## src/rtl/multicycle_control.sv

```systemverilog
// multicycle_control: sequencing FSM for a multicycle MIPS datapath that
// shares one memory for instructions and data. It decodes op/func from the IR,
// drives every datapath strobe and mux select, and waits on mem_ready. It also
// counts retired instructions and halts on an illegal opcode or a memory stall
// that lasts too long.
module multicycle_control #(
    parameter int CNT_W   = 32,
    parameter int TO_W    = 8,
    parameter int TIMEOUT = 200
) (
    input  logic             clk,
    input  logic             reset,
    input  logic [5:0]       op,
    input  logic [5:0]       func,
    input  logic             zero,
    input  logic             mem_ready,
    output logic             pc_write,
    output logic             ir_write,
    output logic             iord,
    output logic             mem_read,
    output logic             mem_write,
    output logic             mem_to_reg,
    output logic             reg_dst,
    output logic             reg_write,
    output logic             alu_src_a,
    output logic [1:0]       alu_src_b,
    output logic [3:0]       alu_cntl,
    output logic [1:0]       pc_src,
    output logic [3:0]       state,
    output logic             halted,
    output logic             timeout,
    output logic [CNT_W-1:0] retired
);

    typedef enum logic [3:0] {
        FETCH    = 4'd0,
        DECODE   = 4'd1,
        MEM_ADDR = 4'd2,
        MEM_RD   = 4'd3,
        MEM_WB   = 4'd4,
        MEM_WR   = 4'd5,
        R_EXEC   = 4'd6,
        R_WB     = 4'd7,
        BRANCH   = 4'd8,
        I_EXEC   = 4'd9,
        I_WB     = 4'd10,
        JUMP     = 4'd11,
        HALT     = 4'd15
    } state_t;

    localparam logic [3:0] ALU_AND = 4'b0000;
    localparam logic [3:0] ALU_OR  = 4'b0001;
    localparam logic [3:0] ALU_ADD = 4'b0010;
    localparam logic [3:0] ALU_SUB = 4'b0110;
    localparam logic [3:0] ALU_SLT = 4'b0111;
    localparam logic [3:0] ALU_NOR = 4'b1100;

    // Wider than the counter so TIMEOUT == 2^TO_W cannot wrap the compare.
    localparam logic [TO_W:0] TO_LIM = (TO_W+1)'(TIMEOUT);

    state_t          st, st_nxt;
    logic [TO_W-1:0] wcnt;
    logic            in_mem;
    logic            to_hit;
    logic            r_legal;
    logic [3:0]      r_alu;

    // A memory state is one that can stall on mem_ready.
    assign in_mem = (st == FETCH) || (st == MEM_RD) || (st == MEM_WR);

    // Limit fires on the wait cycle that brings the count to TIMEOUT;
    // mem_ready on that same cycle takes priority in the next-state logic.
    assign to_hit = (TIMEOUT != 0) && in_mem && !mem_ready &&
                    (({1'b0, wcnt} + (TO_W+1)'(1)) == TO_LIM);

    // R-type function decode: legality and the ALU operation it selects.
    always_comb begin
        r_legal = 1'b1;
        r_alu   = ALU_ADD;
        case (func)
            6'h20:   r_alu = ALU_ADD;
            6'h22:   r_alu = ALU_SUB;
            6'h24:   r_alu = ALU_AND;
            6'h25:   r_alu = ALU_OR;
            6'h27:   r_alu = ALU_NOR;
            6'h2A:   r_alu = ALU_SLT;
            default: r_legal = 1'b0;
        endcase
    end

    // Next-state logic.
    always_comb begin
        st_nxt = st;
        case (st)
            FETCH:    if (mem_ready) st_nxt = DECODE;
                      else if (to_hit) st_nxt = HALT;
            DECODE: begin
                case (op)
                    6'h00:        st_nxt = r_legal ? R_EXEC : HALT;
                    6'h23, 6'h2B: st_nxt = MEM_ADDR;
                    6'h04, 6'h05: st_nxt = BRANCH;
                    6'h08:        st_nxt = I_EXEC;
                    6'h02:        st_nxt = JUMP;
                    default:      st_nxt = HALT;
                endcase
            end
            MEM_ADDR: st_nxt = (op == 6'h23) ? MEM_RD : MEM_WR;
            MEM_RD:   if (mem_ready) st_nxt = MEM_WB;
                      else if (to_hit) st_nxt = HALT;
            MEM_WB:   st_nxt = FETCH;
            MEM_WR:   if (mem_ready) st_nxt = FETCH;
                      else if (to_hit) st_nxt = HALT;
            R_EXEC:   st_nxt = R_WB;
            R_WB:     st_nxt = FETCH;
            BRANCH:   st_nxt = FETCH;
            I_EXEC:   st_nxt = I_WB;
            I_WB:     st_nxt = FETCH;
            JUMP:     st_nxt = FETCH;
            default:  st_nxt = HALT;
        endcase
    end

    // Datapath strobes per state; everything is held low while in reset.
    always_comb begin
        pc_write   = 1'b0;
        ir_write   = 1'b0;
        iord       = 1'b0;
        mem_read   = 1'b0;
        mem_write  = 1'b0;
        mem_to_reg = 1'b0;
        reg_dst    = 1'b0;
        reg_write  = 1'b0;
        alu_src_a  = 1'b0;
        alu_src_b  = 2'b00;
        alu_cntl   = 4'b0000;
        pc_src     = 2'b00;
        case (st)
            FETCH: begin
                mem_read  = 1'b1;
                alu_src_b = 2'b01;
                alu_cntl  = ALU_ADD;
                ir_write  = mem_ready;
                pc_write  = mem_ready;
            end
            DECODE: begin
                alu_src_b = 2'b11;
                alu_cntl  = ALU_ADD;
            end
            MEM_ADDR, I_EXEC: begin
                alu_src_a = 1'b1;
                alu_src_b = 2'b10;
                alu_cntl  = ALU_ADD;
            end
            MEM_RD: begin
                iord     = 1'b1;
                mem_read = 1'b1;
            end
            MEM_WB: begin
                reg_write  = 1'b1;
                mem_to_reg = 1'b1;
            end
            MEM_WR: begin
                iord      = 1'b1;
                mem_write = 1'b1;
            end
            R_EXEC: begin
                alu_src_a = 1'b1;
                alu_cntl  = r_alu;
            end
            R_WB: begin
                reg_write = 1'b1;
                reg_dst   = 1'b1;
                alu_cntl  = r_alu;
            end
            BRANCH: begin
                alu_src_a = 1'b1;
                alu_cntl  = ALU_SUB;
                pc_src    = 2'b01;
                pc_write  = (op == 6'h04) ? zero : !zero;
            end
            I_WB:    reg_write = 1'b1;
            JUMP: begin
                pc_src   = 2'b10;
                pc_write = 1'b1;
            end
            default: ;
        endcase
        if (!reset) begin
            pc_write   = 1'b0;
            ir_write   = 1'b0;
            iord       = 1'b0;
            mem_read   = 1'b0;
            mem_write  = 1'b0;
            mem_to_reg = 1'b0;
            reg_dst    = 1'b0;
            reg_write  = 1'b0;
            alu_src_a  = 1'b0;
            alu_src_b  = 2'b00;
            alu_cntl   = 4'b0000;
            pc_src     = 2'b00;
        end
    end

    // State, wait counter, sticky timeout flag and retire counter.
    always_ff @(posedge clk or negedge reset) begin
        if (!reset) begin
            st      <= FETCH;
            wcnt    <= '0;
            timeout <= 1'b0;
            retired <= '0;
        end else begin
            st <= st_nxt;
            if (st_nxt != st)
                wcnt <= '0;
            else if (in_mem && !mem_ready)
                wcnt <= wcnt + TO_W'(1);
            if (to_hit)
                timeout <= 1'b1;
            // Only final states lead back to FETCH.
            if (st_nxt == FETCH && st != FETCH)
                retired <= retired + CNT_W'(1);
        end
    end

    assign state  = st;
    assign halted = (st == HALT);

endmodule

```

## config.mk

```make
export PLATFORM = sky130hd
export DESIGN_NAME = multicycle_control
export DESIGN_NICKNAME = d
export VERILOG_FILES = /design/src/rtl/multicycle_control.sv
export SDC_FILE = /design/constraint.sdc
export NUM_CORES = 1
export LEC_CHECK = 0
export BUFFER_PORTS_ARGS = -buffer_cell sky130_fd_sc_hd__buf_2
export CAP_MARGIN = 0
export CORE_MARGIN = 1
export CORE_UTILIZATION = 38
export DETAILED_ROUTE_END_ITERATION = 10
export GPL_TIMING_DRIVEN = 0
export RECOVER_POWER = 50
export SETUP_SLACK_MARGIN = 0.1
export SLEW_MARGIN = 10
export SYNTH_ARGS = -nofsm -noshare
export SYNTH_HDL_FRONTEND = slang
export SYNTH_SLANG_ARGS = --single-unit
```

## constraint.sdc

```tcl
create_clock -name clk -period 4.5 [get_ports clk]
set_input_delay 0.9 -clock clk [delete_from_list [all_inputs] [get_ports clk]]
set_output_delay 0.9 -clock clk [all_outputs]
set_load 0.005 [all_outputs]
```

# Yosys cells after proc, flatten, opt, wreduce, memory -nomap -nowiden
# Cells that the tools add are included.
[totals] ff_bits=45 inputBits=16 output_inout_bits=55 elab_cells=93
[op_classes] addsub=3 n_eq_ne=26 n_mux=37 n_reduce_logical=23
[op_table] op="6-bit equality test (second input constant)" count=8
[op_table] op="4-bit case mux with 5 select lines" count=2
[op_table] op="32-bit by 1-bit adder with 32-bit output (second input constant)" count=1
[op_table] op="4-bit case mux with 8 select lines" count=1
[op_table] op="4-bit two-way mux" count=6
[op_table] op="4-bit equality test (second input constant)" count=5
[op_table] op="1-bit two-way mux" count=19
[op_table] op="4-bit by 3-bit equality test with 1-bit output (second input constant)" count=4
[op_table] op="8-bit two-way mux" count=2
[op_table] op="6-bit by 3-bit equality test with 1-bit output (second input constant)" count=2
[op_table] op="4-bit case mux with 3 select lines" count=1
[op_table] op="2-bit OR reduction" count=6
[op_table] op="8-bit by 1-bit adder with 9-bit output (second input constant)" count=1
[op_table] op="9-bit by 8-bit equality test with 1-bit output (second input constant)" count=1
[op_table] op="8-bit by 1-bit adder with 8-bit output (second input constant)" count=1
[op_table] op="4-bit by 2-bit equality test with 1-bit output (second input constant)" count=2
[op_table] op="4-bit zero test" count=2
[op_table] op="4-bit OR reduction" count=2
[op_table] op="6-bit by 2-bit equality test with 1-bit output (second input constant)" count=1
[op_table] op="6-bit by 4-bit equality test with 1-bit output (second input constant)" count=1
[op_table] op="6-bit zero test" count=1
[op_table] op="2-bit case mux with 3 select lines" count=1
[op_table] op="6-bit OR reduction" count=1
[op_table] op="5-bit OR reduction" count=1
[op_table] op="other kinds (12)" count=17

# Logic depth before layout (Yosys ltp)
# Gate-level depths: netlist of run 1.
[depth] word_depth=10 mapped_depth=11 depth_no_buf=7

# Worst setup path before layout of run 1
# OpenSTA, ideal clock, no wires.
[synth_path] path_type="input -> output" startpoint="input port op[4]" endpoint="output port pc_write" t_arrival_ns=2.189 required_ns=3.600 path_slack_ns=1.411 stages=7 n_path_buf=1 path_cell_list="clkbuf_1 -> nor4b_1 -> nand2_1 -> xor2_1 -> mux2i_1 -> or4_1 -> o21ai_0"
[synth_between] elab_chain_len=4
[synth_rtl] item="from (decl)" line="13" source="input logic [5:0] op,"
[synth_rtl] item="6-bit by 3-bit equality test with 1-bit output" line="179" source="pc_write = (op == 6'h04) ? zero : !zero;"
[synth_rtl] item="1-bit two-way mux" line="179"
[synth_rtl] item="1-bit case mux with 3 select lines" line="137" source="case (st)"
[synth_rtl] item="1-bit two-way mux" line="188" source="if (!reset) begin"
[synth_rtl] item="to (decl)" line="17" source="output logic pc_write,"
# No other way between the ends.

# Worst setup path after layout of run 1
# Ends and elaborated chain as after synthesis.

==> implementation parameters, run 1 <==
Parameter                              Value

Synth
  Gate count after technology mapping ... 327
  Yosys Warn Count ... 0
  Async set-reset flop share out of synthesis ... 100%
  Ys flop type ... sky130_fd_sc_hd__dfrtp_1
  Area contributors post-synth ... sky130_fd_sc_hd__dfrtp_1 (39%), sky130_fd_sc_hd__xor2_1 (10%), sky130_fd_sc_hd__nand2_1 (5.1%)
  Number of enable-type register cells in the synthesized netlist ... 0
  Most numerous cell in the Yosys netlist ... sky130_fd_sc_hd__dfrtp_1
  Fraction of the mapped netlist area in compound gates ... 8.78%
  Xor/xnor share of the synthesized area ... 12.9%
  Adder-Cell Fraction of Synth Area ... 1.28%
  Most numerous cell types in the synthesized netlist ... sky130_fd_sc_hd__dfrtp_1 (45), sky130_fd_sc_hd__nand2_1 (40), sky130_fd_sc_hd__nor2_1 (36), sky130_fd_sc_hd__xor2_1 (34), sky130_fd_sc_hd__nor3_1 (20)
  Simple-gate area share of the yosys netlist ... 32.1%
  Post-synthesis area per instance ... 8.94 sq um
  Largest family of logic cells by synthesized area ... simple AND/OR/NAND/NOR gates
  Area share of the largest cell type after synthesis ... 38.5%
  Cell type with the largest total area after synthesis ... sky130_fd_sc_hd__dfrtp_1
  Number of different library cells in the post-synthesis netlist ... 59
  Post-synthesis sequential area ratio ... 38.5%
  FF+latch count, synth ... 45
  Summed instance area of the synthesized netlist ... 2920 sq um
  Post-synthesis net count ... 346
  Multiplexer area fraction after synthesis ... 1.84%

Finish
  Final net count ... 419
  Area growth syn-to-layout ... 18.3%
  Cell area after layout ... 3460 sq um
  Final design utilization ... 47.2%
  Antenna Cells ... 0
  Layout cell share with drive strength beyond 1 ... 23.9%

Clock tree
  CTS tree ... done
  Hold-fix buffer count after cts ... 0
  Number of levels the H-tree was split into ... 2
  Cts bufs inserted ... 5
  Register clock-pin slew on the reported worst setup and hold paths ... 0.09 ns
  CTS max path bufs ... 2
  Clock latency on the worst-skew pair ... 0.30 ns
  Clock Sink Count ... 45
  # resized after CTS ... 0
  Number of setup buffers added after CTS ... 0
  CTS Root Buffer Type ... sky130_fd_sc_hd__clkbuf_8

GRT
  Maximum number of pins on one net before global-route repair ... 55
  Total GRT Usage ... 17.0%
  Global-route wire length before repair ... 11.5 mm
  Highest-utilization routing layer at the global route stage ... met2
  GRT met2 Usage ... 27.1%
  GR Layer Usage met1 ... 23.6%
  Met3 Usage GRT ... 3.30%
  Via count of the first global-routing pass ... 2447
  Number of antenna violations at the first check in global routing ... 0
  GR Overflow Total ... 0

STA
  Setup repair after global routing missed its margin ... false
  Worst rel slew slack ... 57.1%
  Slew Viols, Final ... 0
  Fin Clk Skew ... 0.0139 ns
  Setup-violating endpoint count in the final report ... 0
  Count of endpoints failing hold in the final timing report ... 0
  Worst slew pin tran ... 0.643 ns
  Maximum achievable frequency ... 295 MHz
  Final period util ... 75.4%
  Sum Neg Setup Slack ... 0 ns
  Worst slack on hold paths ... 0.468 ns
  Min cycle time layout ... 3.39 ns

Critical path
  Signal arrival time at the worst endpoint ... 2.49 ns
  Critical Path Sink Type ... output port
  Data required time at the worst endpoint ... 3.60 ns
  Launching element type of the critical path ... input port
  Start-to-end type of the worst setup path ... input port to output port
  Largest fanout of any net on the critical path ... 8

Worst hold path
  Worst min-delay path category ... register to register

Die
  Row Count ... 31
  Die outline height ... 89.7 um
  Horiz. Die Dim ... 89.7 um
  Area of the core region ... 7330 sq um
  Full die area ... 8050 sq um
  Initial core utilization ... 39.9%
  Num ports ... 71

Routing
  DRC violation count after routing ... 0
  Initial detailed-routing violation count ... 89
  DRT antenna net count ... 0
  Wirelength, routed ... 6.54 mm
  First-pass iteration count of the detailed router ... 4
  Vias per inst ... 5.16
  Vias ... 2581
  DR WL/cell ... 13.1 um

Outcome
  Result of the run ... complete, no violations

Pwr
  Ratio of total power to cell area ... 467 nW/um^2
  Max rail drop VDD ... 190 uV
  Leakage power total ... 1.72 nW

Place
  Total placed instance area ... 3380 sq um
  Final RePlAce weighted congestion ... 0.813
  Port-buffer cells ... 66
  HPWL after DPL ... 4.74 mm

Job
  Number of violations of the max-capacitance limit ... 0
## critical path, stage by stage
cell                       delay (ns)
sky130_fd_sc_hd__clkbuf_1        0.17
sky130_fd_sc_hd__nor4b_1         0.47
sky130_fd_sc_hd__nand2_1         0.13
sky130_fd_sc_hd__xor2_1          0.14
sky130_fd_sc_hd__mux2i_1         0.08
sky130_fd_sc_hd__or4_1           0.39
sky130_fd_sc_hd__o21ai_0         0.08
sky130_fd_sc_hd__buf_2           0.13
## per-layer routing
metal  vias to the layer above  share of wire [%]
li1                       1290                  -
met1                      1212                 49
met2                        73                 45
met3                         6                5.2
met4                         0               0.83
met5                         -                  0
## cell usage in the layout (no fill, tap or decap), types with 2 or more instances in the layout
cell type / count
sky130_fd_sc_hd__or2b_1: 2
sky130_fd_sc_hd__ha_1: 3
sky130_fd_sc_hd__inv_1: 6
sky130_fd_sc_hd__nor2b_1: 7
sky130_fd_sc_hd__nor2_1: 36
sky130_fd_sc_hd__buf_2: 65
sky130_fd_sc_hd__a21oi_1: 9
sky130_fd_sc_hd__nor4_1: 10
sky130_fd_sc_hd__or3b_2: 3
sky130_fd_sc_hd__xor2_1: 34
sky130_fd_sc_hd__o22ai_1: 3
sky130_fd_sc_hd__nor4b_1: 6
sky130_fd_sc_hd__nand3_1: 13
sky130_fd_sc_hd__nand2_1: 40
sky130_fd_sc_hd__mux2i_1: 2
sky130_fd_sc_hd__buf_6: 2
sky130_fd_sc_hd__clkbuf_1: 12
sky130_fd_sc_hd__buf_1: 2
sky130_fd_sc_hd__a31oi_1: 2
sky130_fd_sc_hd__nand4_1: 3
sky130_fd_sc_hd__nand4b_1: 2
sky130_fd_sc_hd__xnor2_1: 9
sky130_fd_sc_hd__and4_1: 2
sky130_fd_sc_hd__mux2_2: 3
sky130_fd_sc_hd__and2_1: 3
sky130_fd_sc_hd__dfrtp_1: 45
sky130_fd_sc_hd__and3_1: 7
sky130_fd_sc_hd__clkbuf_8: 5
sky130_fd_sc_hd__nor3_1: 20
sky130_fd_sc_hd__nand3b_1: 2
sky130_fd_sc_hd__o21ai_0: 5
sky130_fd_sc_hd__nand2b_1: 4
sky130_fd_sc_hd__buf_4: 4
## power by group
part           total [W]  internal [W]  switching, W  leakage [nW]
Combinational   0.000853      0.000353      0.000500          1.08
Clock           0.000259      0.000110      0.000149        0.0445
Sequential      0.000501      0.000448     0.0000536         0.598
Total            0.00161      0.000911      0.000702          1.72
## worst paths after layout
kind / start / endpoint / slack (ns) / depth (start not counted)
setup / recovery: op[4] / pc_write / 1.11 / 8
hold / removal: retired[31] / retired[31] / 0.47 / 1
setup reg to reg: state[0] / retired[1] / 1.91 / 9
hold reg to reg: retired[31] / retired[31] / 0.47 / 1
max in group asynchronous: reset / wcnt[6] / 3.45 / 1
min in group asynchronous: reset / retired[29] / 0.60 / 1
## kinds of logic (layout without fill, tap and decap cells)
| kind of cell | after synthesis | count (layout) |
|---|---|---|
| muxes | 5 | 5 |
| DFF | 45 | 45 |
| AOI/OAI and AO/OA | 34 | 34 |
| buffers and inverters | 25 | 99 |
| xor gates and xnor gates | 43 | 43 |
| and+or+nand+nor | 172 | 172 |
| adders and majority gates | 3 | 3 |
## state kept, by name, summed over array words and instances, names as in the netlist
name,cells
retired,32
wcnt,8
state,4
timeout,1
## final cells by class
cell class / instances / area (sq um)
buffer: 19 / 110
tap: 99 / 124
clock inverter: 3 / 21.3
inverter: 6 / 22.5
multi-input combinational: 257 / 1660
clock buffer: 5 / 68.8
fill: 718 / 3870
sequential: 45 / 1130
timing repair buffer: 66 / 320
## through the flow
step                      setup WS, ns  power, W  cells
final                             1.11   0.00161    500
after global routing             0.955   0.00174    500
after CTS                        0.795   0.00162    500
after detailed placement         0.788   0.00137    492
after global placement           0.804   0.00136    492
after floorplan                   1.41   0.00113    327
(Power assumes the default switching activity.)
==> inputs of run 2 (changes only) <==
==> constraint.sdc (replaced) <==
create_clock -name clk -period 2.7 [get_ports clk]
set_input_delay 0.54 -clock clk [delete_from_list [all_inputs] [get_ports clk]]
set_output_delay 0.54 -clock clk [all_outputs]
set_load 0.005 [all_outputs]
==> run 2 against run 1 <==
  * Register-to-register slack got worse by 1.7 ns
  * First-iteration DRC count decreased by 20%
  * Combinational power rose by 88%
  * Highest routed layer unchanged
==> implementation parameters, run 2 (synthesis gave the netlist of run 1 again) <==
Parameter                              Value

Routing
  Vias ... 2641
  Vias per inst ... 5.24
  DR WL/cell ... 13.3 um
  Initial detailed-routing violation count ... 71
  First-pass iteration count of the detailed router ... 4
  DRT antenna net count ... 0
  Wirelength, routed ... 6.72 mm
  DRC violation count after routing ... 0

STA
  Fin Clk Skew ... 0.0142 ns
  Maximum achievable frequency ... 397 MHz
  Setup-violating endpoint count in the final report ... 0
  Count of endpoints failing hold in the final timing report ... 0
  Worst rel slew slack ... 56.1%
  Sum Neg Setup Slack ... 0 ns
  Setup repair after global routing missed its margin ... false
  Worst slew pin tran ... 0.658 ns
  Final period util ... 93.3%
  Min cycle time layout ... 2.52 ns
  Slew Viols, Final ... 0
  Worst-case setup margin in the final layout ... 0.182 ns

Finish
  Leading cell type in the layout, fill and taps excluded ... sky130_fd_sc_hd__buf_2
  Number of fillers in the final layout ... 713
  Antenna Cells ... 0
  Biggest register ... retired
  Sequential standard cell area ... 1130 sq um
  Final design utilization ... 49.4%
  Area growth syn-to-layout ... 23.8%
  Final net count ... 423
  Layout cell share with drive strength beyond 1 ... 28.9%
  Highest-count cells in the layout ignoring fill and taps ... sky130_fd_sc_hd__buf_2 (59), sky130_fd_sc_hd__dfrtp_1 (44), sky130_fd_sc_hd__nand2_1 (40)
  Max FFs per register ... 32
  Area used by multi-input combinational logic ... 1760 sq um

GRT
  Number of antenna violations at the first check in global routing ... 0
  Maximum number of pins on one net before global-route repair ... 55
  Total GRT Usage ... 17.1%
  GR Overflow Total ... 0
  Via count of the first global-routing pass ... 2446
  Global-route wire length before repair ... 11.5 mm

Clock tree
  Number of levels the H-tree was split into ... 2
  Cts bufs inserted ... 5
  CTS tree ... done
  CTS Root Buffer Type ... sky130_fd_sc_hd__clkbuf_8
  Hold-fix buffer count after cts ... 0
  Clock latency on the worst-skew pair ... 0.31 ns
  Clock Sink Count ... 45
  CTS max path bufs ... 2
  Register clock-pin slew on the reported worst setup and hold paths ... 0.10 ns

Die
  Initial core utilization ... 39.9%
  Full die area ... 8050 sq um
  Die outline height ... 89.7 um
  Area of the core region ... 7330 sq um
  Horiz. Die Dim ... 89.7 um
  Row Count ... 31
  Num ports ... 71

Job
  Number of violations of the max-capacitance limit ... 0

Critical path
  Highest cell delay on the worst timing path ... 0.47 ns
  Data required time at the worst endpoint ... 2.16 ns
  Critical Path Sink Type ... output port
  Largest fanout of any net on the critical path ... 10
  Start-to-end type of the worst setup path ... register to output port
  Signal arrival time at the worst endpoint ... 1.98 ns
  Cell occurring most often along the worst timing path ... sky130_fd_sc_hd__buf_6
  Launching element type of the critical path ... register
  List of cells traversed by the critical path ... buf_4 > buf_6 > buf_6 > nand2b_4 > or4_1 > o21ai_0 > buf_2
  Max stage delay cell, worst path ... sky130_fd_sc_hd__or4_1

Place
  HPWL after DPL ... 4.74 mm
  Final RePlAce weighted congestion ... 0.813
  Port-buffer cells ... 66
  Pre-CTS worst setup slack ... -0.292 ns

Pwr
  Ratio of total power to cell area ... 793 nW/um^2
  Leakage power total ... 1.77 nW
  Max rail drop VDD ... 332 uV

Outcome
  Result of the run ... complete, no violations

Worst hold path
  Worst min-delay path category ... input port to asynchronous set/reset pin
run 2: final cells by class:
class | instances | area share [%]
Multi-Input combinational cell | 257 | 48.7
Buffer | 19 | 3.94
Sequential cell | 45 | 31.2
Timing Repair Buffer | 70 | 9.68
Clock inverter | 3 | 0.588
Tap cell | 99 | 3.42
Clock buffer | 5 | 1.90
Inverter | 6 | 0.622
run 2: power by group:
part	internal [W]	switching, W
Sequential	0.000747	0.0000876
Combinational	0.000709	0.000891
Clock	0.000184	0.000250
Total	0.00164	0.00123
run 2: final timing paths:
| path | slack [ns] | depth (start not counted) | from | to |
|---|---|---|---|---|
| max | 0.18 | 7 | state[2] | pc_write |
| min | 0.25 | 1 | reset | retired[29] |
| max reg2reg | 0.22 | 9 | state[3] | wcnt[2] |
| min reg2reg | 0.47 | 1 | retired[31] | retired[31] |
| max in group asynchronous | 1.96 | 1 | reset | state[1] |
| min in group clk | 0.47 | 1 | retired[31] | retired[31] |
run 2: repair_timing:
item                       in CTS  in global routing
resized for setup               8                 24
cloned                          0                  0
setup buffers                   0                  4
setup endpoints to repair       6                 43
pin swaps                       0                  3
run 2: critical path, delay by kind of cell, from the launching register on:
kind / cells / cell delay (ns)
AOI/OAI and AO/OA: 1 / 0.09
buffers and inverters: 4 / 0.59
DFF: 1 / 0.38
and+or+nand+nor: 2 / 0.62
run 2: metal layers:
metal | vias to the layer above | track usage [%] | wire, um
met3 | 6 | 3.30 | 301
met2 | 72 | 27.2 | 3090
met4 | 0 | 4.64 | 57
met1 | 1261 | 23.9 | 3260
li1 | 1302 | - | -
met5 | - | 0 | 0
run 2: stage by stage:
step	cells	hold WS (ns)	area, sq um	total power (W)
CTS	500	0.289	3500	0.00275
global route	504	0.323	3620	0.00308
finish	504	0.250	3620	0.00287
detailed placement	492	0.448	3380	0.00228
floorplan	327	0.244	2920	0.00188
global placement	492	0.451	3380	0.00226
==> inputs of run 3 (changes only) <==
--- a/config.mk
+++ b/config.mk
@@ -12,7 +12,7 @@
 export DETAILED_ROUTE_END_ITERATION = 10
 export GPL_TIMING_DRIVEN = 0
 export RECOVER_POWER = 50
-export SETUP_SLACK_MARGIN = 0.1
+export SETUP_SLACK_MARGIN = 0.3
 export SLEW_MARGIN = 10
 export SYNTH_ARGS = -nofsm -noshare
 export SYNTH_HDL_FRONTEND = slang
==> run 3 against run 2 <==
  * Combinational power is 28% higher
  * Utilization is 4.6 points higher
  * Global-route usage increased by 0.34 points
  * Clock skew decreased by 0.0066 ns
  * Register-to-register slack gained 0.07 ns
  * Final cell count increased by 3.4%
  * Worst hold slack worse by 0.069 ns
  * Critical endpoint unchanged
  * Largest power group unchanged
  * Highest routed layer unchanged
==> implementation parameters, run 3 (synthesis gave the netlist of run 1 again) <==
Parameter                              Value

Place
  Total placed instance area ... 3390 sq um
  Final RePlAce weighted congestion ... 0.789
  HPWL after DPL ... 4.85 mm
  Port-buffer cells ... 66

Critical path
  Critical Path Sink Type ... output port
  Largest fanout of any net on the critical path ... 7
  Launching element type of the critical path ... register
  Start-to-end type of the worst setup path ... register to output port
  Signal arrival time at the worst endpoint ... 1.93 ns
  Worst R2R Setup Slack ... 0.29 ns
  Setup crit start ... state[2]
  Data required time at the worst endpoint ... 2.16 ns
  FF-to-FF Start ... state[2]

STA
  Slew Viols, Final ... 0
  Sum Neg Setup Slack ... 0 ns
  Worst rel slew slack ... 49.8%
  Fin Clk Skew ... 0.00765 ns
  Count of endpoints failing hold in the final timing report ... 0
  Setup-violating endpoint count in the final report ... 0
  Setup repair after global routing missed its margin ... true
  Worst slack on hold paths ... 0.181 ns
  Worst slew pin tran ... 0.753 ns
  Final period util ... 91.3%
  Min cycle time layout ... 2.47 ns
  Maximum achievable frequency ... 406 MHz

Finish
  Highest-count cells in the layout ignoring fill and taps ... sky130_fd_sc_hd__buf_2 (60), sky130_fd_sc_hd__dfrtp_1 (43), sky130_fd_sc_hd__nand2_1 (39)
  Area growth syn-to-layout ... 35.3%
  Max FFs per register ... 32
  Biggest register ... retired
  Final net count ... 440
  Leading cell type in the layout, fill and taps excluded ... sky130_fd_sc_hd__buf_2
  Layout cell share with drive strength beyond 1 ... 35.1%
  Cell area after layout ... 3950 sq um
  Antenna Cells ... 0

Pwr
  Max rail drop VDD ... 370 uV
  Leakage power total ... 1.94 nW
  Ratio of total power to cell area ... 868 nW/um^2

Clock tree
  CTS tree ... done
  CTS Root Buffer Type ... sky130_fd_sc_hd__clkbuf_8
  Cts bufs inserted ... 5
  CTS max path bufs ... 2
  Clock latency on the worst-skew pair ... 0.30 ns
  Register clock-pin slew on the reported worst setup and hold paths ... 0.08 ns
  Number of levels the H-tree was split into ... 2
  Clock Sink Count ... 45
  Hold-fix buffer count after cts ... 0

Routing
  First-pass iteration count of the detailed router ... 4
  DRC violation count after routing ... 0
  Vias ... 2676
  Wirelength, routed ... 7.07 mm
  Initial detailed-routing violation count ... 83
  Vias per inst ... 5.14
  DR WL/cell ... 13.6 um
  DRT antenna net count ... 0

Job
  Number of violations of the max-capacitance limit ... 0

Die
  Die outline height ... 89.7 um
  Area of the core region ... 7330 sq um
  Row Count ... 31
  Num ports ... 71
  Initial core utilization ... 39.9%
  Full die area ... 8050 sq um
  Horiz. Die Dim ... 89.7 um

GRT
  GR Overflow Total ... 0
  Number of antenna violations at the first check in global routing ... 0
  Maximum number of pins on one net before global-route repair ... 55
  Via count of the first global-routing pass ... 2471
  Total GRT Usage ... 17.5%
  Global-route wire length before repair ... 11.7 mm

Worst hold path
  Worst min-delay path category ... input port to asynchronous set/reset pin

Outcome
  Result of the run ... complete, no violations
-- run 3: cell types whose count changed in the layout (fill, tap and decap cells not counted), sizes merged --
| cell | delta |
|---|---|
| buf | +22 |
| clkbuf | -3 |
| bufinv | +1 |
| clkinv | -1 |
| clkinvlp | -1 |
| inv | -1 |
-- run 3: metal layers --
layer,vias to the layer above,global-route usage [%],part of all wire (%)
li1,1334,-,-
met1,1262,23.9,48
met2,74,28.8,47
met3,6,2.79,4.1
met4,0,4.51,0.72
met5,-,0,0
-- run 3: through the flow --
stage | power [W] | instances | worst slack (ns) | utilization (%)
2_1_floorplan | 0.00191 | 327 | 0.289 | -
3_3_place_gp | 0.00230 | 492 | -0.309 | 46.2
3_5_place_dp | 0.00232 | 492 | -0.303 | 46.2
4_1_cts | 0.00299 | 502 | 0.201 | 49.9
5_1_grt | 0.00364 | 521 | 0.169 | 53.9
6_report | 0.00343 | 521 | 0.235 | 53.9
-- run 3: timing repair --
item,in CTS,in global routing
pin swaps,2,10
gates cloned,0,1
setup endpoints to repair,48,51
gates resized for setup,31,41
setup buffers,2,18
-- run 3: area by class of cell --
type,instances,area [sq um]
buffer,19,201
clock buffer,7,86.3
clock inverter,1,30.0
fill,681,3380
inverter,6,22.5
multi-input combinational,257,1850
sequential,45,1130
tap,99,124
timing repair buffer,87,513
-- run 3: critical path, stage by stage (launching register included) --
cell and delay (ns):
sky130_fd_sc_hd__dfrtp_1 0.40, sky130_fd_sc_hd__buf_6 0.14, sky130_fd_sc_hd__buf_8 0.13, sky130_fd_sc_hd__buf_8 0.12, sky130_fd_sc_hd__nand2b_4 0.14, sky130_fd_sc_hd__or4_1 0.47, sky130_fd_sc_hd__o21ai_1 0.10, sky130_fd_sc_hd__buf_2 0.13
-- run 3: power by group --
part / switching [W] / total (W) / internal, W / leakage, nW
Combinational: 0.00100 / 0.00205 / 0.00105 / 1.29
Sequential: 0.000104 / 0.000853 / 0.000749 / 0.596
Clock: 0.000225 / 0.000527 / 0.000302 / 0.0585
-- run 3: worst paths after layout --
check                      cells after the start     endpoint
setup / recovery                               7     pc_write
hold / removal                                 1  retired[29]
setup reg to reg                              10      wcnt[2]
hold reg to reg                                1  retired[31]
max in group asynchronous                      1   retired[2]
min in group clk                               1  retired[31]
